$ cat src/rtl/bus_arbiter.sv
// Two-master bus arbiter: the core owns the bus by default; master 1 is granted
// between core instructions. Define BUS_ARBITER_TURNAROUND_EN for idle turnaround cycles.
module bus_arbiter #(
    parameter int MAX_TENURE = 16,
    parameter int CORE_SLICE = 1
) (
    input  logic        CLK,
    input  logic        RESET,
    input  logic        COMMIT,
    output logic        HOLD,
    input  logic [15:0] CORE_ADDR,
    input  logic [15:0] CORE_DOUT,
    input  logic        CORE_RDN,
    input  logic        CORE_WRN0,
    input  logic        CORE_WRN1,
    input  logic        CORE_DBUS_OEN,
    input  logic        M1_REQ,
    output logic        M1_GNT,
    input  logic [15:0] M1_ADDR,
    input  logic [15:0] M1_DOUT,
    input  logic        M1_RDN,
    input  logic        M1_WRN0,
    input  logic        M1_WRN1,
    input  logic        M1_DBUS_OEN,
    output logic [15:0] ADDR_BUF,
    output logic [15:0] DOUT_BUF,
    output logic        RDN_BUF,
    output logic        WRN0_BUF,
    output logic        WRN1_BUF,
    output logic        DBUS_OEN
);
    typedef enum logic [1:0] {
        S_CORE     = 2'd0,
        S_TURN_IN  = 2'd1,
        S_DMA      = 2'd2,
        S_TURN_OUT = 2'd3
    } state_t;

    localparam logic [4:0] SLICE    = 5'(CORE_SLICE);
    localparam logic [7:0] TEN_LAST = 8'(MAX_TENURE - 1);

    state_t     state;
    logic [3:0] slice_cnt;
    logic [7:0] tenure_cnt;
    logic       grant_ok;
    logic       slice_inc;
    logic       dma_exit;

    // The COMMIT that qualifies also counts, hence the +1.
    assign grant_ok  = M1_REQ && COMMIT && (({1'b0, slice_cnt} + 5'd1) >= SLICE);
    assign slice_inc = COMMIT && ({1'b0, slice_cnt} < SLICE);
    assign dma_exit  = !M1_REQ || (tenure_cnt == TEN_LAST);

    always_ff @(posedge CLK or negedge RESET) begin
        if (!RESET) begin
            state      <= S_CORE;
            HOLD       <= 1'b0;
            M1_GNT     <= 1'b0;
            slice_cnt  <= 4'd0;
            tenure_cnt <= 8'd0;
        end else begin
            case (state)
                S_CORE: begin
                    if (slice_inc)
                        slice_cnt <= slice_cnt + 4'd1;
                    if (grant_ok) begin
`ifdef BUS_ARBITER_TURNAROUND_EN
                        state <= S_TURN_IN;
                        HOLD  <= 1'b1;
`else
                        state      <= S_DMA;
                        HOLD       <= 1'b1;
                        M1_GNT     <= 1'b1;
                        tenure_cnt <= 8'd0;
`endif
                    end
                end
`ifdef BUS_ARBITER_TURNAROUND_EN
                S_TURN_IN: begin
                    if (M1_REQ) begin
                        state      <= S_DMA;
                        M1_GNT     <= 1'b1;
                        tenure_cnt <= 8'd0;
                    end else begin
                        state <= S_CORE;
                        HOLD  <= 1'b0;
                    end
                end
                S_TURN_OUT: begin
                    state     <= S_CORE;
                    HOLD      <= 1'b0;
                    slice_cnt <= 4'd0;
                end
`endif
                S_DMA: begin
                    tenure_cnt <= tenure_cnt + 8'd1;
                    if (dma_exit) begin
                        M1_GNT <= 1'b0;
`ifdef BUS_ARBITER_TURNAROUND_EN
                        state <= S_TURN_OUT;
`else
                        state     <= S_CORE;
                        HOLD      <= 1'b0;
                        slice_cnt <= 4'd0;
`endif
                    end
                end
                default: begin
                    state  <= S_CORE;
                    HOLD   <= 1'b0;
                    M1_GNT <= 1'b0;
                end
            endcase
        end
    end

`ifdef BUS_ARBITER_TURNAROUND_EN
    // Last driven address/data, replayed while the bus is idle between owners.
    logic [15:0] addr_q;
    logic [15:0] dout_q;

    always_ff @(posedge CLK or negedge RESET) begin
        if (!RESET) begin
            addr_q <= 16'd0;
            dout_q <= 16'd0;
        end else begin
            addr_q <= ADDR_BUF;
            dout_q <= DOUT_BUF;
        end
    end
`endif

    always_comb begin
        ADDR_BUF = CORE_ADDR;
        DOUT_BUF = CORE_DOUT;
        RDN_BUF  = CORE_RDN;
        WRN0_BUF = CORE_WRN0;
        WRN1_BUF = CORE_WRN1;
        DBUS_OEN = CORE_DBUS_OEN;
        case (state)
            S_DMA: begin
                ADDR_BUF = M1_ADDR;
                DOUT_BUF = M1_DOUT;
                RDN_BUF  = M1_RDN;
                WRN0_BUF = M1_WRN0;
                WRN1_BUF = M1_WRN1;
                DBUS_OEN = M1_DBUS_OEN;
            end
`ifdef BUS_ARBITER_TURNAROUND_EN
            S_TURN_IN, S_TURN_OUT: begin
                ADDR_BUF = addr_q;
                DOUT_BUF = dout_q;
                RDN_BUF  = 1'b1;
                WRN0_BUF = 1'b1;
                WRN1_BUF = 1'b1;
                DBUS_OEN = 1'b1;
            end
`endif
            default: ;
        endcase
    end
endmodule

$ cat config.mk
export PLATFORM = sky130hd
export DESIGN_NAME = bus_arbiter
export DESIGN_NICKNAME = d
export VERILOG_FILES = /design/src/rtl/bus_arbiter.sv
export SDC_FILE = /design/constraint.sdc
export NUM_CORES = 1
export LEC_CHECK = 0
export CAP_MARGIN = 20
export CORE_AREA = 2 2 67 63
export CTS_CLUSTER_SIZE = 8
export DETAILED_ROUTE_END_ITERATION = 8
export DIE_AREA = 0 0 69 65
export GPL_ROUTABILITY_DRIVEN = 0
export PLACE_DENSITY = 0.82
export SLEW_MARGIN = 25
export SYNTH_ARGS = -nofsm -noshare
export SYNTH_HDL_FRONTEND = slang
export SYNTH_SLANG_ARGS = --single-unit
export TNS_END_PERCENT = 1
$ cat constraint.sdc
create_clock -name CLK -period 3.4 [get_ports CLK]
set_input_delay 0.34 -clock CLK [delete_from_list [all_inputs] [get_ports CLK]]
set_output_delay 0.34 -clock CLK [all_outputs]
set_load 0.005 [all_outputs]
==> results.ini <==
[logic_synthesis]
synth_nets = 188
synth_seq_cells = 13
synthArstFlopShare_pct = 100.0
netlist_top_cells_area = mux2_2 35%, dfrtp_1 28%, ha_1 4.3%
ys_seq_area_share_pct = 27.75
syn_avg_cell_area_sq_um = 10.86
synth_ff_type = dfrtp_1
synthCells = 108
ys_types = 32
yosysWarnings = 0
synth-edff-count = 0
synth_area_leader_cell = mux2_2
syn_area_sq_mm = 0.001172
synth_top_area_share_pct = 34.58

[placement]
io_buffers = 113
dpl.hpwl_microns = 2879
dpl_worst_slack_ps = 1182
placed_cells = 261

[min_path]
hp-class = primary input to async pin

[setup_path]
crit_fanout = 47
rr_worst_depth = 3
end_kind = output port
arrival_ps = 2120
cp_top_family = flip-flops
worst_setup_path_start_kind = flop
path_cells = mux2_2, clkdlybuf4s50_1
slowest_stage = dfrtp_2
critPathRequiredTime_ps = 3060
worst-path-buf-inv = 1
reg2reg_from = M1_GNT$_DFFE_PN0P_
cp_slowest_stage_delay_ps = 980
ff2ff_setup_slack_ps = 1350
regToRegEndpoint = slice_cnt[2]$_DFFE_PN0P_
crit_type = flop to output port

[cts]
cts_buffers = 3
cts_resized = 0
clock_latency_ps = 250
h-tree-depth = 1
post_cts_buffers = 0
clock-root-buffer = clkbuf_8
cts_tree = yes
clkTransAtPathRegs_ps = 60
cts_hold_buf = 0
clock_path_buffers = 2
clock_sinks = 13

[drt]
remaining_drc_errors = 0
drt_iter0_markers = 29
ant_nets = 0
vias_per_cell = 4.928
wire_per_inst_microns = 13.53
totalWireLength_microns = 3585
vias = 1306
dr.pass1.iters = 4

[run_status]
status = finished, final reports clean

[sta]
worst_pin_slew_ps = 940.8
hold_viol = 0
relSlewSlack_pct = 37.28
finalSetupTns_ps = 0
setup_slack_ps = 940.4
finalMaxSlewViolations = 0
clock_skew_ps = 4.961
setup-violations-final = 0
rsz0062_at_grt = false
max_freq_mhz = 406.6
period_share_pct = 72.34
whs_ps = 462.9
period_needed_ps = 2460

[die]
io_pins = 114
fp.dieH_microns = 65
start_util_pct = 30.42
die_area_sq_mm = 0.004485
coreArea_sq_mm = 0.003854
row_count = 22
die_w_microns = 69

[grt]
grt_usage_pct = 15.48
grt_max_degree = 48
first_global_vias = 1258
overflow = 0
antenna_found_initial = 0
grt_first_pass_wirelength_microns = 5637

[power_and_ir_drop]
power_mw = 1.007
power_leakage_nw = 0.9333
power.density_mw_per_mm2 = 427.2
vdd_drop_max_mv = 0.2161

[layout]
antennaDiodeCount = 0
multiInputGateArea_sq_um = 782.0
drive_above_1_share_pct = 20.28
synthToLayoutAreaGrowth_pct = 101.0
fin_cells = 265
nNetsFinal = 298
ff_latch_area_sq_um = 326.6
fillers = 327

[run]
max-cap-violations = 0

==> state kept, by name (all words and copies together) (netlist names) <==
| signal | flops |
|---|---|
| M1_GNT | 1 |
| slice_cnt | 4 |
| tenure_cnt | 8 |
==> final cells by class <==
cell class                      count  share of cell area, %
Sequential cell                    13                  13.86
Clock buffer                        4                  1.912
Multi-Input combinational cell     84                  33.19
Inverter                            3                 0.4780
Tap cell                           48                  2.549
Timing Repair Buffer              113                  48.01
==> report_power, final <==
group | leakage, nW | switching [mW] | internal [mW] | total (mW)
Clock | 0.0228 | 0.0565 | 0.0829 | 0.139
Sequential | 0.171 | 0.105 | 0.207 | 0.311
Combinational | 0.740 | 0.163 | 0.392 | 0.556
==> synth_stat cells (2+ instances only) <==
cell      instances
a21oi_1           6
a311oi_1          2
a31oi_1           4
and2_1            2
and3_1            2
and3b_1           2
and4_1            3
buf_2             4
buf_6             2
dfrtp_1          13
ha_1              4
inv_1             3
mux2_2           36
mux2i_1           2
nand2_1           2
nand3_1           2
nor2_1            2
xnor2_1           2
xor2_1            2
==> layout by cell type, fill, tap and decap left out, drive strengths merged, types with 2 or more instances in the layout <==
cell type and n:
clkdlybuf4s50 113, mux2 36, dfrtp 13, a21oi 6
a31oi 4, ha 4, clkbuf 4, inv 3
and4 3, and3 2, nand3 2, and3b 2
nor2 2, and2 2, mux2i 2, a311oi 2
xor2 2, xnor2 2, nand2 2, nor4b 2
==> metal layers <==
layer	wire length (microns)	GRT usage [%]	share of wire, %
met5	0	0	0
met4	21	5.147	0.59
met3	380	4.666	11
met2	1729	27.04	48
met1	1453	18.16	41
==> per-stage QoR <==
stage                     area [sq um]  util (%)
after floorplan                   1172         -
after global placement            2311     59.97
after detailed placement          2311     59.97
after CTS                         2356     61.14
after global routing              2356     61.14
final                             2356     61.14
==> worst max-delay path by stage <==
stage | startpoint | endpoint | slack [ps] | cells past startpoint
6_report | M1_GNT$_DFFE_PN0P_ | DOUT_BUF[12] | 940 | 2
5_1_grt | M1_GNT$_DFFE_PN0P_ | ADDR_BUF[13] | 830 | 2
4_1_cts | M1_GNT$_DFFE_PN0P_ | ADDR_BUF[13] | 910 | 2
3_5_place_dp | M1_GNT$_DFFE_PN0P_ | ADDR_BUF[13] | 1180 | 2
3_3_place_gp | M1_GNT$_DFFE_PN0P_ | DOUT_BUF[12] | 1180 | 2
2_1_floorplan | slice_cnt[0]$_DFFE_PN0P_ | tenure_cnt[5]$_DFFE_PN0P_ | 1860 | 5
==> cell families (layout without fill, tap and decap cells) <==
family	Yosys count	after routing	share of synthesized area, %
AND/OR/NAND/NOR	19	19	11.53
multiplexers	38	38	36.29
flip-flops	13	13	27.75
adder cells (fa/ha/maj)	4	4	4.269
AO/OA/AOI/OAI	19	19	11.63
buffers and inverters	11	120	5.549
XOR/XNOR	4	4	2.989
(Power assumes the default switching activity.)
